## src/rtl/instr_fetch_unit.sv

```systemverilog
// Instruction fetch: owns the PC, keeps one imem request in flight, hands instr/pc downstream via valid/ready.
// Latency: request cycle N, response N+k, instr_valid N+k+1; while instr_ready=0 the instruction is held and no fetch issues.
module instr_fetch_unit #(
  parameter logic [31:0] RESET_PC       = 32'h0000_0000,
  parameter int          TIMEOUT_CYCLES = 16,
  parameter logic [31:0] NOP_INSTR      = 32'h0000_0013
) (
  input  logic        clk,
  input  logic        rst,
  output logic        imem_req,
  output logic [31:0] imem_addr,
  input  logic [31:0] imem_rdata,
  input  logic        imem_rvalid,
  input  logic        redirect,
  input  logic [31:0] redirect_target,
  input  logic        instr_ready,
  output logic        instr_valid,
  output logic [31:0] instr,
  output logic [31:0] pc,
  output logic [31:0] pc_plus4,
  output logic [6:0]  opcode,
  output logic [2:0]  funct3,
  output logic [6:0]  funct7,
  output logic        misaligned,
  output logic        fetch_error
);

  typedef enum logic [2:0] {FETCH, WAIT, VALID, DRAIN, HALT} state_t;

  localparam int            CW      = $clog2(TIMEOUT_CYCLES + 1);
  localparam logic [CW-1:0] TO_LAST = CW'(TIMEOUT_CYCLES - 1);

  state_t        state;
  logic [31:0]   fetch_pc;
  logic [CW-1:0] tcnt;
  logic          bad_target;
  logic          waiting;
  logic          timed_out;
  logic          restart;
  logic [31:0]   restart_pc;

  assign bad_target = redirect && (redirect_target[1:0] != 2'b00) && (state != HALT);
  assign waiting    = (state == WAIT) || (state == DRAIN);
  assign timed_out  = waiting && !imem_rvalid && (tcnt == TO_LAST);

  // Transitions that launch a new request immediately, so FETCH spends one cycle per fetch.
  always_comb begin
    restart    = 1'b0;
    restart_pc = fetch_pc;
    case (state)
      WAIT: begin
        if (redirect && imem_rvalid) begin
          restart    = 1'b1;
          restart_pc = redirect_target;
        end
      end
      VALID: begin
        if (redirect) begin
          restart    = 1'b1;
          restart_pc = redirect_target;
        end else if (instr_ready) begin
          restart    = 1'b1;
          restart_pc = pc_plus4;
        end
      end
      DRAIN: begin
        if (imem_rvalid) begin
          restart    = 1'b1;
          restart_pc = redirect ? redirect_target : fetch_pc;
        end
      end
      default: ;
    endcase
  end

  always_ff @(posedge clk) begin
    if (rst) begin
      state       <= FETCH;
      fetch_pc    <= RESET_PC;
      tcnt        <= '0;
      imem_req    <= 1'b0;
      imem_addr   <= RESET_PC;
      instr_valid <= 1'b0;
      instr       <= NOP_INSTR;
      pc          <= RESET_PC;
      misaligned  <= 1'b0;
      fetch_error <= 1'b0;
    end else if (bad_target || timed_out) begin
      state       <= HALT;
      imem_req    <= 1'b0;
      instr_valid <= 1'b0;
      instr       <= NOP_INSTR;
      tcnt        <= '0;
      if (bad_target) misaligned <= 1'b1;
      else            fetch_error <= 1'b1;
    end else if (restart) begin
      state       <= FETCH;
      fetch_pc    <= restart_pc;
      imem_req    <= 1'b1;
      imem_addr   <= restart_pc;
      instr_valid <= 1'b0;
      instr       <= NOP_INSTR;
      tcnt        <= '0;
    end else begin
      case (state)
        FETCH: begin
          // Only the first cycle out of reset arrives here with no request launched yet.
          if (!imem_req) begin
            imem_req  <= 1'b1;
            imem_addr <= redirect ? redirect_target : fetch_pc;
            if (redirect) fetch_pc <= redirect_target;
          end else begin
            imem_req <= 1'b0;
            if (redirect) begin
              fetch_pc <= redirect_target;
              state    <= DRAIN;
            end else begin
              state <= WAIT;
            end
          end
        end
        WAIT: begin
          if (redirect) begin
            fetch_pc <= redirect_target;
            state    <= DRAIN;
            tcnt     <= tcnt + 1'b1;
          end else if (imem_rvalid) begin
            instr       <= imem_rdata;
            pc          <= fetch_pc;
            instr_valid <= 1'b1;
            state       <= VALID;
            tcnt        <= '0;
          end else begin
            tcnt <= tcnt + 1'b1;
          end
        end
        DRAIN: begin
          tcnt <= tcnt + 1'b1;
          if (redirect) fetch_pc <= redirect_target;
        end
        default: ;
      endcase
    end
  end

  assign pc_plus4 = pc + 32'd4;
  assign opcode   = instr[6:0];
  assign funct3   = instr[14:12];
  assign funct7   = instr[31:25];

endmodule

```

## config.mk

```make
export PLATFORM = sky130hd
export DESIGN_NAME = instr_fetch_unit
export DESIGN_NICKNAME = d
export VERILOG_FILES = /design/src/rtl/instr_fetch_unit.sv
export SDC_FILE = /design/constraint.sdc
export NUM_CORES = 1
export LEC_CHECK = 0
export ABC_AREA = 1
export BUFFER_PORTS_ARGS = -buffer_cell sky130_fd_sc_hd__buf_2
export CORE_MARGIN = 5
export CORE_UTILIZATION = 30
export DETAILED_ROUTE_END_ITERATION = 7
export PLACE_DENSITY = 0.61
export SLEW_MARGIN = 0
export SYNTH_ARGS = -nofsm -noshare
export SYNTH_HDL_FRONTEND = slang
export SYNTH_SLANG_ARGS = --single-unit
```

## constraint.sdc

```tcl
create_clock -name clk -period 2.15 [get_ports clk]
set_input_delay 0.1075 -clock clk [delete_from_list [all_inputs] [get_ports clk]]
set_output_delay 0.1075 -clock clk [all_outputs]
set_load 0.05 [all_outputs]
```

After elaboration in Yosys (flattened, before gate mapping)
Index checks and enable logic that the tools add are counted.
Operators by class
  eq/ne operators: 10
  bitwise gates (word level): 4
  reductions and logical operators: 26
  $add $sub $neg: 2
  multiplexer cells: 29
Operator list (number)
  2-to-1 mux 32 bit: 10
  case mux 32 bit (3 select lines): 1
  adder 32 x 3 -> 32 bit, second input constant: 1
  2-to-1 mux 3 bit: 5
  AND reduction 3 bit: 4
  2-to-1 mux 5 bit: 2
  case mux 5 bit (2 select lines): 1
  nonzero test 2 bit: 5
  2-to-1 mux 1 bit: 7
  == test 3 x 2 -> 1 bit, second input constant: 2
  != test 3 bit, second input constant: 2
  case mux 3 bit (2 select lines): 1
  AND reduction 2 bit: 3
  OR reduction 3 bit: 2
  adder 5 x 1 -> 5 bit, second input constant: 1
  == test 5 x 4 -> 1 bit, second input constant: 1
  logical AND 1 bit: 5
  != test 5 x 4 -> 1 bit, second input constant: 1
  AND reduction 5 bit: 1
  != test 4 bit, second input constant: 1
  NOT 1 bit: 4
  nonzero test 4 bit: 1
  == test 3 x 1 -> 1 bit, second input constant: 1
  logical NOT 3 bit: 1
  other kinds (7): 8
Storage, ports and cells
  register bits after elaboration: 140
  output and inout port bits: 149

Logic depth before layout (Yosys ltp)
Gate-level depths: netlist of run 1.
  depth in word-level cells: 7
  gate-level depth with buffers: 15
  mapped depth without buffers: 15

Least setup slack after synthesis of run 1
OpenSTA, ideal clock, no wires.
  path kind: register to register
  from: reg pc[2]
  to: reg fetch_pc[15]
  library setup time: 0.070 ns
  arrival time: 2.471 ns
  required time: 2.080 ns
  setup slack: -0.391 ns
  stages on the path, launching flop included: 13
  clock period less this slack: 2.541 ns
  path through: dfxtp_1 -> inv_1 -> nor2_4 -> nand2_1 -> nor2_2 -> nand2_1 -> nand2_1 -> nor2_1 -> o21ai_1 -> nand2_1 -> nand2_1 -> nand2_1 -> a21oi_1
Between the ends
  cells in the longest elaborated chain, start to end: 5
Ends and longest elaborated chain
  from (decl): line 19  | output logic [31:0] pc,
  from (signal assigned): line 129  | pc <= fetch_pc;
  adder 32 x 3 -> 32 bit: line 146  | assign pc_plus4 = pc + 32'd4;
  net pc_plus4[15]: line 20  | output logic [31:0] pc_plus4,
  2-to-1 mux 32 bit: line 61  | end else if (instr_ready) begin
  2-to-1 mux 32 bit: line 58  | if (redirect) begin
  case mux 32 bit (3 select lines): line 50  | case (state)
  2-to-1 mux 32 bit: line 96  | end else if (restart) begin
  to (signal assigned): line 98  | fetch_pc <= restart_pc;
  to (signal assigned): line 111  | if (redirect) fetch_pc <= redirect_target;
  to (signal assigned): line 115  | fetch_pc <= redirect_target;
  to (decl): line 34  | logic [31:0] fetch_pc;
The timed path passes the listed nets, and every way through them passes these cells.
A chain may end at the register's enable or synchronous reset.

Final worst setup path of run 1
  from: reg pc[2]
  to: out pc_plus4[26]
Between the ends
  cells in the longest elaborated chain, start to end: 1
Ends and longest elaborated chain (line)
  adder 32 x 3 -> 32 bit: 146
  to (decl): 20
No other way between the ends.

==> metrics.json, run 1 <==
{
  "outcome": {"value": "complete, no violations"},
  "critPathRequiredTime": {"value": 2040, "unit": "ps"},
  "vias": {"value": 9064},
  "clock-root-buffer": {"value": "clkbuf_16"},
  "max_freq": {"value": 474.8, "unit": "MHz"},
  "num_io_pins": {"value": 218},
  "globalRoute.totalOverflow": {"value": 0},
  "startpoint_type": {"value": "register"},
  "pwr_density_cell": {"value": 952.1, "unit": "nW/um2"},
  "htree_num_levels": {"value": 4},
  "cellLeakagePower": {"value": 4.689, "unit": "nW"},
  "initial_core_util": {"value": 30.32, "unit": "%"},
  "fp-row-count": {"value": 59},
  "ys_top_cells_by_area": {"value": "dfxtp_1, nand2_1, o21ai_0"},
  "ir_drop": {"value": 0.6111, "unit": "mV"},
  "place.gp.congestion": {"value": 0.9006},
  "grt.total_usage": {"value": 19.23, "unit": "%"},
  "final-max-slew-violation-count": {"value": 0},
  "drt_wl_total": {"value": 29360, "unit": "um"},
  "worst-path-max-fanout": {"value": 6},
  "timing.max_slew.rel_slack": {"value": 61.56, "unit": "%"},
  "numClockSinks": {"value": 140},
  "hp-class": {"value": "input port to register"},
  "synth_enable_flop_cells": {"value": 0},
  "syn-instance-count": {"value": 1246},
  "grt_pass1_vias": {"value": 8297},
  "place.port_buffers": {"value": 217},
  "floorplan.die.width": {"value": 172.1, "unit": "um"},
  "grt_pass1_wl": {"value": 45200, "unit": "um"},
  "netlist_area": {"value": 7879, "unit": "um2"},
  "clkLatencyLatePin": {"value": 430, "unit": "ps"},
  "fraction_of_final_layout_cells_sized_beyond_drive_strength_1": {"value": 25.87, "unit": "%"},
  "number_of_antenna_violations_at_the_first_check_in_global_routing": {"value": 1},
  "routedWlPerCell": {"value": 16.27, "unit": "um"},
  "synth.yosys.seq_area_share": {"value": 35.57, "unit": "%"},
  "timing.critical_path.arrival": {"value": 2000, "unit": "ps"},
  "utilization": {"value": 40.06, "unit": "%"},
  "synth_ff_type": {"value": "dfxtp_1"},
  "dpl_cell_area": {"value": 9279, "unit": "um2"},
  "detailed_place_hpwl": {"value": 21320, "unit": "um"},
  "final.min_clock_period": {"value": 2106, "unit": "ps"},
  "setup_viol": {"value": 0},
  "clk_transition_reported_paths": {"value": 60, "unit": "ps"},
  "postRouteAntennaNets": {"value": 0},
  "fp.dieArea": {"value": 29600, "unit": "um2"},
  "synth_cell_types": {"value": 36},
  "grt_max_degree": {"value": 57},
  "proportion_of_netlist_area_held_by_the_largest_area_contributor": {"value": 35.57, "unit": "%"},
  "finish.instance_area": {"value": 10410, "unit": "um2"},
  "whs": {"value": 135.8, "unit": "ps"},
  "core-area": {"value": 25980, "unit": "um2"},
  "timing_worst_slew_pin_value": {"value": 576.6, "unit": "ps"},
  "floorplan.die.height": {"value": 172.1, "unit": "um"},
  "drt-initial-drc-count": {"value": 922},
  "area_delta_synth_final": {"value": 32.13, "unit": "%"},
  "worst-setup-path-type": {"value": "register to primary output"},
  "drt_drc_violations_left": {"value": 0},
  "cts_tree": {"value": "yes"},
  "pre_antenna_drt_iters": {"value": 5},
  "cts.path.max_buffers": {"value": 2},
  "fillers": {"value": 2751},
  "max_cap_viol_count": {"value": 0},
  "cts_made_buffers": {"value": 17},
  "synth.largest_area_cell": {"value": "dfxtp_1"},
  "syn-num-nets": {"value": 1318},
  "vias_per_cell": {"value": 5.022},
  "setup_clock_skew_after_layout": {"value": 10.37, "unit": "ps"},
  "layout.nets": {"value": 1528},
  "yosys_register_bits": {"value": 140},
  "worst_setup_path_end_kind": {"value": "primary output"},
  "min_period_over_period": {"value": 97.96, "unit": "%"},
  "async_set_or_reset_flop_fraction_in_the_synthesized_netlist": {"value": 0, "unit": "%"},
  "ys.warnings.count": {"value": 0},
  "synth_area_per_cell": {"value": 6.323, "unit": "um2"},
  "grt_setup_unrepaired": {"value": "true"},
  "timing_hold_violations_final": {"value": 0}
}
[final cells by class]
| class | count | area (um2) | area share, % |
|---|---|---|---|
| Antenna cell | 1 | 2.502 | 0.02404 |
| Clock buffer | 19 | 442.9 | 4.255 |
| Clock inverter | 13 | 155.1 | 1.490 |
| Inverter | 77 | 294.0 | 2.825 |
| Multi-Input combinational cell | 937 | 4417 | 42.43 |
| Sequential cell | 140 | 2823 | 27.12 |
| Tap cell | 335 | 419.2 | 4.026 |
| Timing Repair Buffer | 283 | 1857 | 17.84 |
[synthesized netlist by cell type, types with 5 or more instances]
library cell,instances
nor2_1,172
buf_2,24
a21oi_2,27
o211ai_1,8
buf_4,20
a21oi_1,105
nor2_4,5
nand2_2,8
buf_1,6
nand4_1,5
buf_6,5
o21ai_1,13
inv_2,9
clkbuf_1,36
nand3_1,52
nand2_1,344
dfxtp_1,140
o21ai_0,171
inv_1,67
[cells by family (layout without fill, tap and decap cells)]
logic type,after synthesis,after routing,synth area share (%)
compound gates,332,332,22.88
xor+xnor,3,3,0.3336
fa+ha+maj,3,3,0.4765
buf+inv,169,392,9.893
flops,140,140,35.57
other cells,0,1,0
simple gates,599,599,30.84
[state kept, by name, summed over array words and instances, names as in the netlist]
name and count:
fetch_pc 32, imem_addr 32, instr 32, pc 32
tcnt 5, state 3, fetch_error 1, imem_req 1
instr_valid 1, misaligned 1
[worst max-delay path, stage by stage, from the launching register on]
cell and delay (ps):
dfxtp_4 390, ha_4 150, nand2_4 60, nor2_4 200, nand2_4 130, nor2_4 230, nand3b_1 140, nand2_2 110
buf_8 150
[placed cells by master (no fill, tap or decap), types with 3 or more instances in the layout]
| cell type | n |
|---|---|
| clkbuf_4 | 4 |
| dfxtp_1 | 128 |
| inv_2 | 10 |
| nand2_1 | 327 |
| a21oi_1 | 105 |
| nor2_4 | 9 |
| o21ai_0 | 166 |
| clkbuf_16 | 17 |
| nor3_1 | 3 |
| xor2_1 | 3 |
| a21oi_2 | 27 |
| inv_1 | 65 |
| buf_12 | 10 |
| clkinvlp_4 | 4 |
| nand3b_1 | 3 |
| o21ai_1 | 18 |
| o211ai_1 | 8 |
| nor2_2 | 7 |
| dlygate4sd3_1 | 33 |
| buf_4 | 28 |
| buf_2 | 202 |
| inv_6 | 5 |
| nand4_1 | 5 |
| dfxtp_2 | 10 |
| nand3_1 | 51 |
| nand2_2 | 21 |
| nand2_4 | 4 |
| nor2_1 | 164 |
| buf_6 | 4 |
[layer usage]
metal | GRT usage (%) | up-vias | part of all wire, %
met5 | 0 | - | 0
met2 | 33.25 | 353 | 49
met1 | 24.44 | 4220 | 42
met4 | 5.571 | 0 | 1.8
li1 | - | 4458 | -
met3 | 3.658 | 33 | 7.3
[path summary, 6_finish.rpt]
check,to,startpoint,slack (ps),cells after the start
max,pc_plus4[26],pc[2],40,8
min,imem_addr[9],redirect_target[9],140,5
min reg2reg,instr[15],instr[15],470,2
max reg2reg,imem_addr[12],pc[2],140,10
[report_power, final]
part	switching [mW]	leakage [nW]	internal [mW]
clock network	1.28	0.284	1.77
logic	2.44	3.26	0.981
registers	0.410	1.15	3.03
[through the flow]
| step | TNS (ps) | cells | total power, mW | setup WS (ps) |
|---|---|---|---|---|
| after floorplan | 0 | 1246 | 5.836 | 26.12 |
| after global placement | 0 | 1736 | 6.804 | 7.300 |
| after detailed placement | -31.14 | 1736 | 6.847 | -21.38 |
| after CTS | -30.48 | 1801 | 9.985 | -21.53 |
| after global routing | -69.19 | 1805 | 10.47 | -39.08 |
| final | 0 | 1805 | 9.911 | 43.93 |
[timing repair]
item                       4_1_cts  5_1_grt
pin swaps                        1       10
gates resized for setup         16       50
hold endpoints to repair        35        0
buffers inserted                 0        3
hold buffers                    33        0
setup endpoints to repair       16       43
Power figures use the tool's default switching activity.
==> run 2: changes to the inputs <==
--- a/config.mk
+++ b/config.mk
@@ -10,7 +10,7 @@
 export CORE_MARGIN = 5
 export CORE_UTILIZATION = 30
 export DETAILED_ROUTE_END_ITERATION = 7
-export PLACE_DENSITY = 0.61
+export PLACE_DENSITY = 0.63
 export SLEW_MARGIN = 0
 export SYNTH_ARGS = -nofsm -noshare
 export SYNTH_HDL_FRONTEND = slang
==> constraint.sdc (replaced) <==
create_clock -name clk -period 1.8 [get_ports clk]
set_input_delay 0.09 -clock clk [delete_from_list [all_inputs] [get_ports clk]]
set_output_delay 0.09 -clock clk [all_outputs]
set_load 0.05 [all_outputs]
==> run 2 against run 1 <==
Effect of this change:
- sequential share of layout area is 3.8 points lower
- largest cell class unchanged
- the flow now finishes with violations (negative setup slack)
- worst hold slack worse by 32 ps
- design area grew 16%
- flip-flop and latch count unchanged
- first-iteration DRC count shrank 9.9%
- largest power group is now combinational cells
- register-to-register slack got worse by 310 ps
- power rose by 27%
- sequential power is 20% higher
- cell count increased by 4.5%
- combinational power grew 43%
- die area unchanged
==> metrics.json, run 2 (synthesis results as in run 1) <==
{
  "initial_core_util": {"value": 30.32, "unit": "%"},
  "grt_max_degree": {"value": 57},
  "layout_commonest_cell": {"value": "nand2_1"},
  "setup_clock_skew_after_layout": {"value": 10.24, "unit": "ps"},
  "final.min_clock_period": {"value": 2121, "unit": "ps"},
  "cellLeakagePower": {"value": 5.245, "unit": "nW"},
  "clkLatencyLatePin": {"value": 440, "unit": "ps"},
  "layout.nets": {"value": 1609},
  "clock-root-buffer": {"value": "clkbuf_16"},
  "max_freq": {"value": 471.5, "unit": "MHz"},
  "area_delta_synth_final": {"value": 53.82, "unit": "%"},
  "grt_setup_unrepaired": {"value": "true"},
  "worst_setup_path_end_kind": {"value": "primary output"},
  "drt_wl_total": {"value": 31710, "unit": "um"},
  "number_of_antenna_violations_at_the_first_check_in_global_routing": {"value": 1},
  "worst-setup-path-type": {"value": "register to primary output"},
  "floorplan.die.height": {"value": 172.1, "unit": "um"},
  "critPathRequiredTime": {"value": 1710, "unit": "ps"},
  "startpoint_type": {"value": "register"},
  "grt.total_usage": {"value": 20.02, "unit": "%"},
  "r2r_depth": {"value": 14},
  "fp-row-count": {"value": 59},
  "place_ws": {"value": -70.82, "unit": "ps"},
  "fp.dieArea": {"value": 29600, "unit": "um2"},
  "crit-reg2reg-launch": {"value": "pc[2]"},
  "floorplan.die.width": {"value": 172.1, "unit": "um"},
  "min_period_over_period": {"value": 117.8, "unit": "%"},
  "setup_viol": {"value": 62},
  "timing.max_slew.rel_slack": {"value": 78.26, "unit": "%"},
  "place.port_buffers": {"value": 217},
  "drt-initial-drc-count": {"value": 831},
  "cts.path.max_buffers": {"value": 2},
  "clk_transition_reported_paths": {"value": 60, "unit": "ps"},
  "hold_end": {"value": "imem_addr[23]"},
  "finalWorstSetupSlack": {"value": -320.7, "unit": "ps"},
  "hp-class": {"value": "input port to register"},
  "routedWlPerCell": {"value": 16.82, "unit": "um"},
  "globalRoute.totalOverflow": {"value": 0},
  "postRouteAntennaNets": {"value": 0},
  "numClockSinks": {"value": 140},
  "grt_pass1_vias": {"value": 8914},
  "vias_per_cell": {"value": 5.049},
  "hold_path.startpoint": {"value": "redirect_target[23]"},
  "pwr_density_cell": {"value": 1038, "unit": "nW/um2"},
  "fraction_of_final_layout_cells_sized_beyond_drive_strength_1": {"value": 40.45, "unit": "%"},
  "max_cap_viol_count": {"value": 0},
  "timing_hold_violations_final": {"value": 0},
  "num_io_pins": {"value": 218},
  "vias": {"value": 9523},
  "pre_antenna_drt_iters": {"value": 6},
  "timing.critical_path.arrival": {"value": 2030, "unit": "ps"},
  "core-area": {"value": 25980, "unit": "um2"},
  "detailed_place_hpwl": {"value": 22360, "unit": "um"},
  "ir_drop": {"value": 0.9418, "unit": "mV"},
  "grt_pass1_wl": {"value": 46940, "unit": "um"},
  "timing_worst_slew_pin_value": {"value": 322.7, "unit": "ps"},
  "timing.reg2reg.setup_slack": {"value": -170, "unit": "ps"},
  "worst_r2r_endpoint": {"value": "fetch_pc[19]"},
  "whs": {"value": 104.0, "unit": "ps"},
  "drt_drc_violations_left": {"value": 0},
  "cts_made_buffers": {"value": 17},
  "cts_tree": {"value": "yes"},
  "worst-path-max-fanout": {"value": 5},
  "htree_num_levels": {"value": 4},
  "final-max-slew-violation-count": {"value": 0},
  "number_of_instances_on_the_worst_hold_path": {"value": 5},
  "failed_checks": {"value": "negative setup slack"},
  "layout.cells.most_common_list": {"value": "nand2_1, buf_2, nor2_1"},
  "outcome": {"value": "finished, violations left"},
  "place.gp.congestion": {"value": 0.9099}
}
## run 2: cell types whose count changed in the layout (fill, tap and decap cells not counted), moves of 21 or more
cell / delta
nand2_2: +41
nand2_4: +25
buf_8: +21
nand2_1: -67
buf_6: +22
a21oi_2: +31
buf_4: +49
a21oi_1: -31
o21ai_0: -28
## run 2: what timing repair did
item | in CTS | in global routing
resized for setup | 123 | 196
hold endpoints to repair | 35 | 0
setup endpoints to repair | 83 | 90
pin swaps | 26 | 66
gates cloned | 0 | 2
hold buffers | 33 | 0
buffers inserted | 15 | 14
## run 2: worst max path at each step
stage	endpoint	slack [ps]	start	cells after the start
final	pc_plus4[22]	-320	pc[2]	10
after global routing	pc_plus4[26]	-380	pc[2]	10
after CTS	pc_plus4[21]	-310	pc[2]	10
after detailed placement	imem_addr[14]	-70	pc[2]	13
after global placement	imem_addr[30]	-50	pc[2]	14
after floorplan	fetch_pc[17]	-190	pc[2]	12
## run 2: routing by layer
layer	vias up	wire length, um	GRT usage, %
met5	-	0	0
met4	0	862	6.767
met3	54	2610	4.595
met2	428	15580	34.39
met1	4409	12670	24.74
li1	4632	-	-
## run 2: layout make-up
class                   count  area, um2
fillers                  2549      13870
multi-input cells         937       5171
flip-flops and latches    140       2831
repair buffers            364       2795
clock buffers              18      429.2
well taps                 335      419.2
inverters                  77      321.6
clock inverters            14      148.9
diodes                      1      2.502
## run 2: critical path: stages (launching register included)
cell and delay [ps]:
dfxtp_4 390, ha_4 150, nand2_4 60, nor2_4 170, nand2_4 130, nor2_4 200, buf_6 130, nand2_2 50
nand2_2 90, nand2_2 80, buf_8 150
## run 2: through the flow
| stage | setup TNS, ps | area, um2 | total power, mW | util (%) | std cells |
|---|---|---|---|---|---|
| CTS | -7336 | 11350 | 12.13 | 43.69 | 1870 |
| global route | -15770 | 12120 | 13.23 | 46.63 | 1885 |
| detailed placement | -1759 | 9897 | 8.373 | 38.09 | 1792 |
| global placement | -826.0 | 9897 | 8.339 | 38.09 | 1792 |
| finish | -8052 | 12120 | 12.58 | 46.64 | 1886 |
| floorplan | -4601 | 8095 | 7.001 | - | 1246 |
## run 2: power breakdown
group	internal (mW)	total [mW]	switching (mW)
logic	1.59	4.88	3.29
registers	3.62	4.12	0.503
clock network	1.96	3.58	1.62
==> run 3: changes to the inputs <==
--- a/config.mk
+++ b/config.mk
@@ -7,10 +7,12 @@
 export LEC_CHECK = 0
 export ABC_AREA = 1
 export BUFFER_PORTS_ARGS = -buffer_cell sky130_fd_sc_hd__buf_2
+export CELL_PAD_IN_SITES_DETAIL_PLACEMENT = 1
+export CELL_PAD_IN_SITES_GLOBAL_PLACEMENT = 2
 export CORE_MARGIN = 5
-export CORE_UTILIZATION = 30
+export CORE_UTILIZATION = 25
 export DETAILED_ROUTE_END_ITERATION = 7
-export PLACE_DENSITY = 0.63
+export PLACE_DENSITY = 0.87
 export SLEW_MARGIN = 0
 export SYNTH_ARGS = -nofsm -noshare
 export SYNTH_HDL_FRONTEND = slang
==> run 3 against run 2 <==
Effect of this change:
- the flow still finishes with violations (negative setup slack)
- worst hold slack better by 10 ps
- global-route usage grew 0.53 points
- design area increased by 7.8%
- first-iteration DRC count is 22% lower
- non-clock buffer count rose by 50
- die area grew 19%
- power grew 6.1%
- register-to-register slack worse by 120 ps
- clock-buffer cell count stayed put
- clock power up 2%
- cell count grew 6.2%
- largest power group unchanged
==> metrics.json, run 3 (synthesis results as in run 1) <==
{
  "outcome": {"value": "finished, violations left"},
  "failed_checks": {"value": "negative setup slack"},
  "fillers": {"value": 3841},
  "max_cap_viol_count": {"value": 0},
  "hp-class": {"value": "input port to register"},
  "fp-row-count": {"value": 65},
  "core-area": {"value": 31310, "unit": "um2"},
  "cellLeakagePower": {"value": 5.650, "unit": "nW"},
  "clk_transition_reported_paths": {"value": 70, "unit": "ps"},
  "timing.critical_path.max_delay_family": {"value": "buffers and inverters"},
  "layout.cells.most_common_list": {"value": "nand2_1, buf_2, nor2_1"},
  "timing.max_slew.rel_slack": {"value": 74.86, "unit": "%"},
  "min_period_over_period": {"value": 123.4, "unit": "%"},
  "worst-setup-path-type": {"value": "register to primary output"},
  "cts.path.max_buffers": {"value": 2},
  "critPathRequiredTime": {"value": 1710, "unit": "ps"},
  "number_of_antenna_violations_at_the_first_check_in_global_routing": {"value": 0},
  "timing.critical_path.slowest_cell_delay": {"value": 370, "unit": "ps"},
  "place.gp.congestion": {"value": 0.8400},
  "worst-path-max-fanout": {"value": 4},
  "fp.dieArea": {"value": 35170, "unit": "um2"},
  "final.min_clock_period": {"value": 2221, "unit": "ps"},
  "setup_viol": {"value": 75},
  "drt_drc_violations_left": {"value": 0},
  "grt_pass1_vias": {"value": 10276},
  "globalRoute.totalOverflow": {"value": 0},
  "report.power.total": {"value": 13.36, "unit": "mW"},
  "floorplan.die.width": {"value": 187.5, "unit": "um"},
  "grt_pass1_wl": {"value": 57900, "unit": "um"},
  "num_io_pins": {"value": 218},
  "fraction_of_final_layout_cells_sized_beyond_drive_strength_1": {"value": 43.31, "unit": "%"},
  "worst_setup_path_end_kind": {"value": "primary output"},
  "startpoint_type": {"value": "register"},
  "grt_use_met1": {"value": 25.72, "unit": "%"},
  "pwr_density_cell": {"value": 1022, "unit": "nW/um2"},
  "place_ws": {"value": -174.3, "unit": "ps"},
  "finish.instance_area": {"value": 13070, "unit": "um2"},
  "finalWorstSetupSlack": {"value": -421.3, "unit": "ps"},
  "grtUsageMet2": {"value": 35.78, "unit": "%"},
  "critical_path.n_buffers_inverters": {"value": 5},
  "cts_made_buffers": {"value": 17},
  "pre_antenna_drt_iters": {"value": 5},
  "initial_core_util": {"value": 25.16, "unit": "%"},
  "postRouteAntennaNets": {"value": 0},
  "detailed_place_hpwl": {"value": 25780, "unit": "um"},
  "numClockSinks": {"value": 140},
  "layout_commonest_cell": {"value": "nand2_1"},
  "met3_usage": {"value": 3.462, "unit": "%"},
  "vias": {"value": 10089},
  "dpl_cell_area": {"value": 10250, "unit": "um2"},
  "floorplan.die.height": {"value": 187.5, "unit": "um"},
  "timing.critical_path.arrival": {"value": 2130, "unit": "ps"},
  "cts_tree": {"value": "yes"},
  "drt_wl_total": {"value": 39450, "unit": "um"},
  "timing_worst_slew_pin_value": {"value": 377.1, "unit": "ps"},
  "utilization": {"value": 41.73, "unit": "%"},
  "critical_path.most_common_cell": {"value": "buf_6"},
  "routedWlPerCell": {"value": 19.70, "unit": "um"},
  "timing_hold_violations_final": {"value": 0},
  "critical_path.slowest_cell": {"value": "dfxtp_4"},
  "grt_setup_unrepaired": {"value": "true"},
  "htree_num_levels": {"value": 4},
  "drt-initial-drc-count": {"value": 646},
  "top_usage_layer": {"value": "met2"},
  "clkLatencyLatePin": {"value": 430, "unit": "ps"},
  "place.port_buffers": {"value": 217},
  "vias_per_cell": {"value": 5.039},
  "n_antenna_cell": {"value": 0},
  "grt_max_degree": {"value": 78},
  "grt.total_usage": {"value": 20.55, "unit": "%"},
  "area_delta_synth_final": {"value": 65.84, "unit": "%"},
  "max_freq": {"value": 450.2, "unit": "MHz"},
  "clock-root-buffer": {"value": "clkbuf_16"},
  "layout.nets": {"value": 1659},
  "crit_chain": {"value": "buf_6 -> nand2_2 -> nor2_4 -> buf_6 -> nand3b_1 -> o21bai_1 -> nand2_1 -> buf_4 -> inv_2 -> buf_8"},
  "setup_clock_skew_after_layout": {"value": 16.62, "unit": "ps"},
  "ir_drop": {"value": 0.6455, "unit": "mV"},
  "final-max-slew-violation-count": {"value": 0}
}
-- run 3: stage by stage --
stage	setup TNS [ps]	hold slack, ps	instances
finish	-15310	114.4	2002
global route	-24110	114.2	2002
CTS	-12140	94.11	1977
detailed placement	-4211	314.6	1883
global placement	-1161	305.2	1883
floorplan	-4601	162.4	1246
-- run 3: tightest hold or removal path: stages --
cell and delay [ps]:
buf_2 110, nand2_1 80, nand3_1 90, nand2_2 80, a21oi_2 50
-- run 3: per-layer routing --
layer / vias to the layer above / routed length, um / part of all wire (%)
li1: 4720 / - / -
met1: 4952 / 16460 / 42
met2: 353 / 19710 / 50
met3: 64 / 2164 / 5.5
met4: 0 / 1109 / 2.8
met5: - / 0 / 0
-- run 3: timing repair --
item,CTS,global route
pin swaps,56,72
endpoints found under the hold margin,35,0
hold buffers,33,0
endpoints found under the setup margin,90,134
gates cloned,2,6
resized for setup,217,178
buffers inserted,29,25
-- run 3: cell type report --
class | count | area [um2] | share of cell area (%)
Clock inverter | 14 | 158.9 | 1.216
Multi-Input combinational cell | 937 | 5338 | 40.85
Inverter | 77 | 329.1 | 2.518
Sequential cell | 140 | 2838 | 21.72
Clock buffer | 18 | 429.2 | 3.284
Timing Repair Buffer | 414 | 3471 | 26.56
Tap cell | 402 | 503.0 | 3.849
-- run 3: path summary, 6_finish.rpt --
check / startpoint / end / slack (ps) / cells after the start
setup / recovery: pc[3] / pc_plus4[19] / -420 / 10
hold / removal: redirect_target[20] / fetch_pc[20] / 110 / 5
setup reg to reg: pc[3] / imem_addr[13] / -290 / 15
hold reg to reg: instr[17] / instr[17] / 470 / 2
-- run 3: power breakdown --
part | leakage [nW] | switching, mW | total, mW | internal (mW)
Sequential | 1.15 | 0.535 | 4.16 | 3.62
Combinational | 4.22 | 3.70 | 5.56 | 1.86
Clock | 0.272 | 1.57 | 3.64 | 2.07
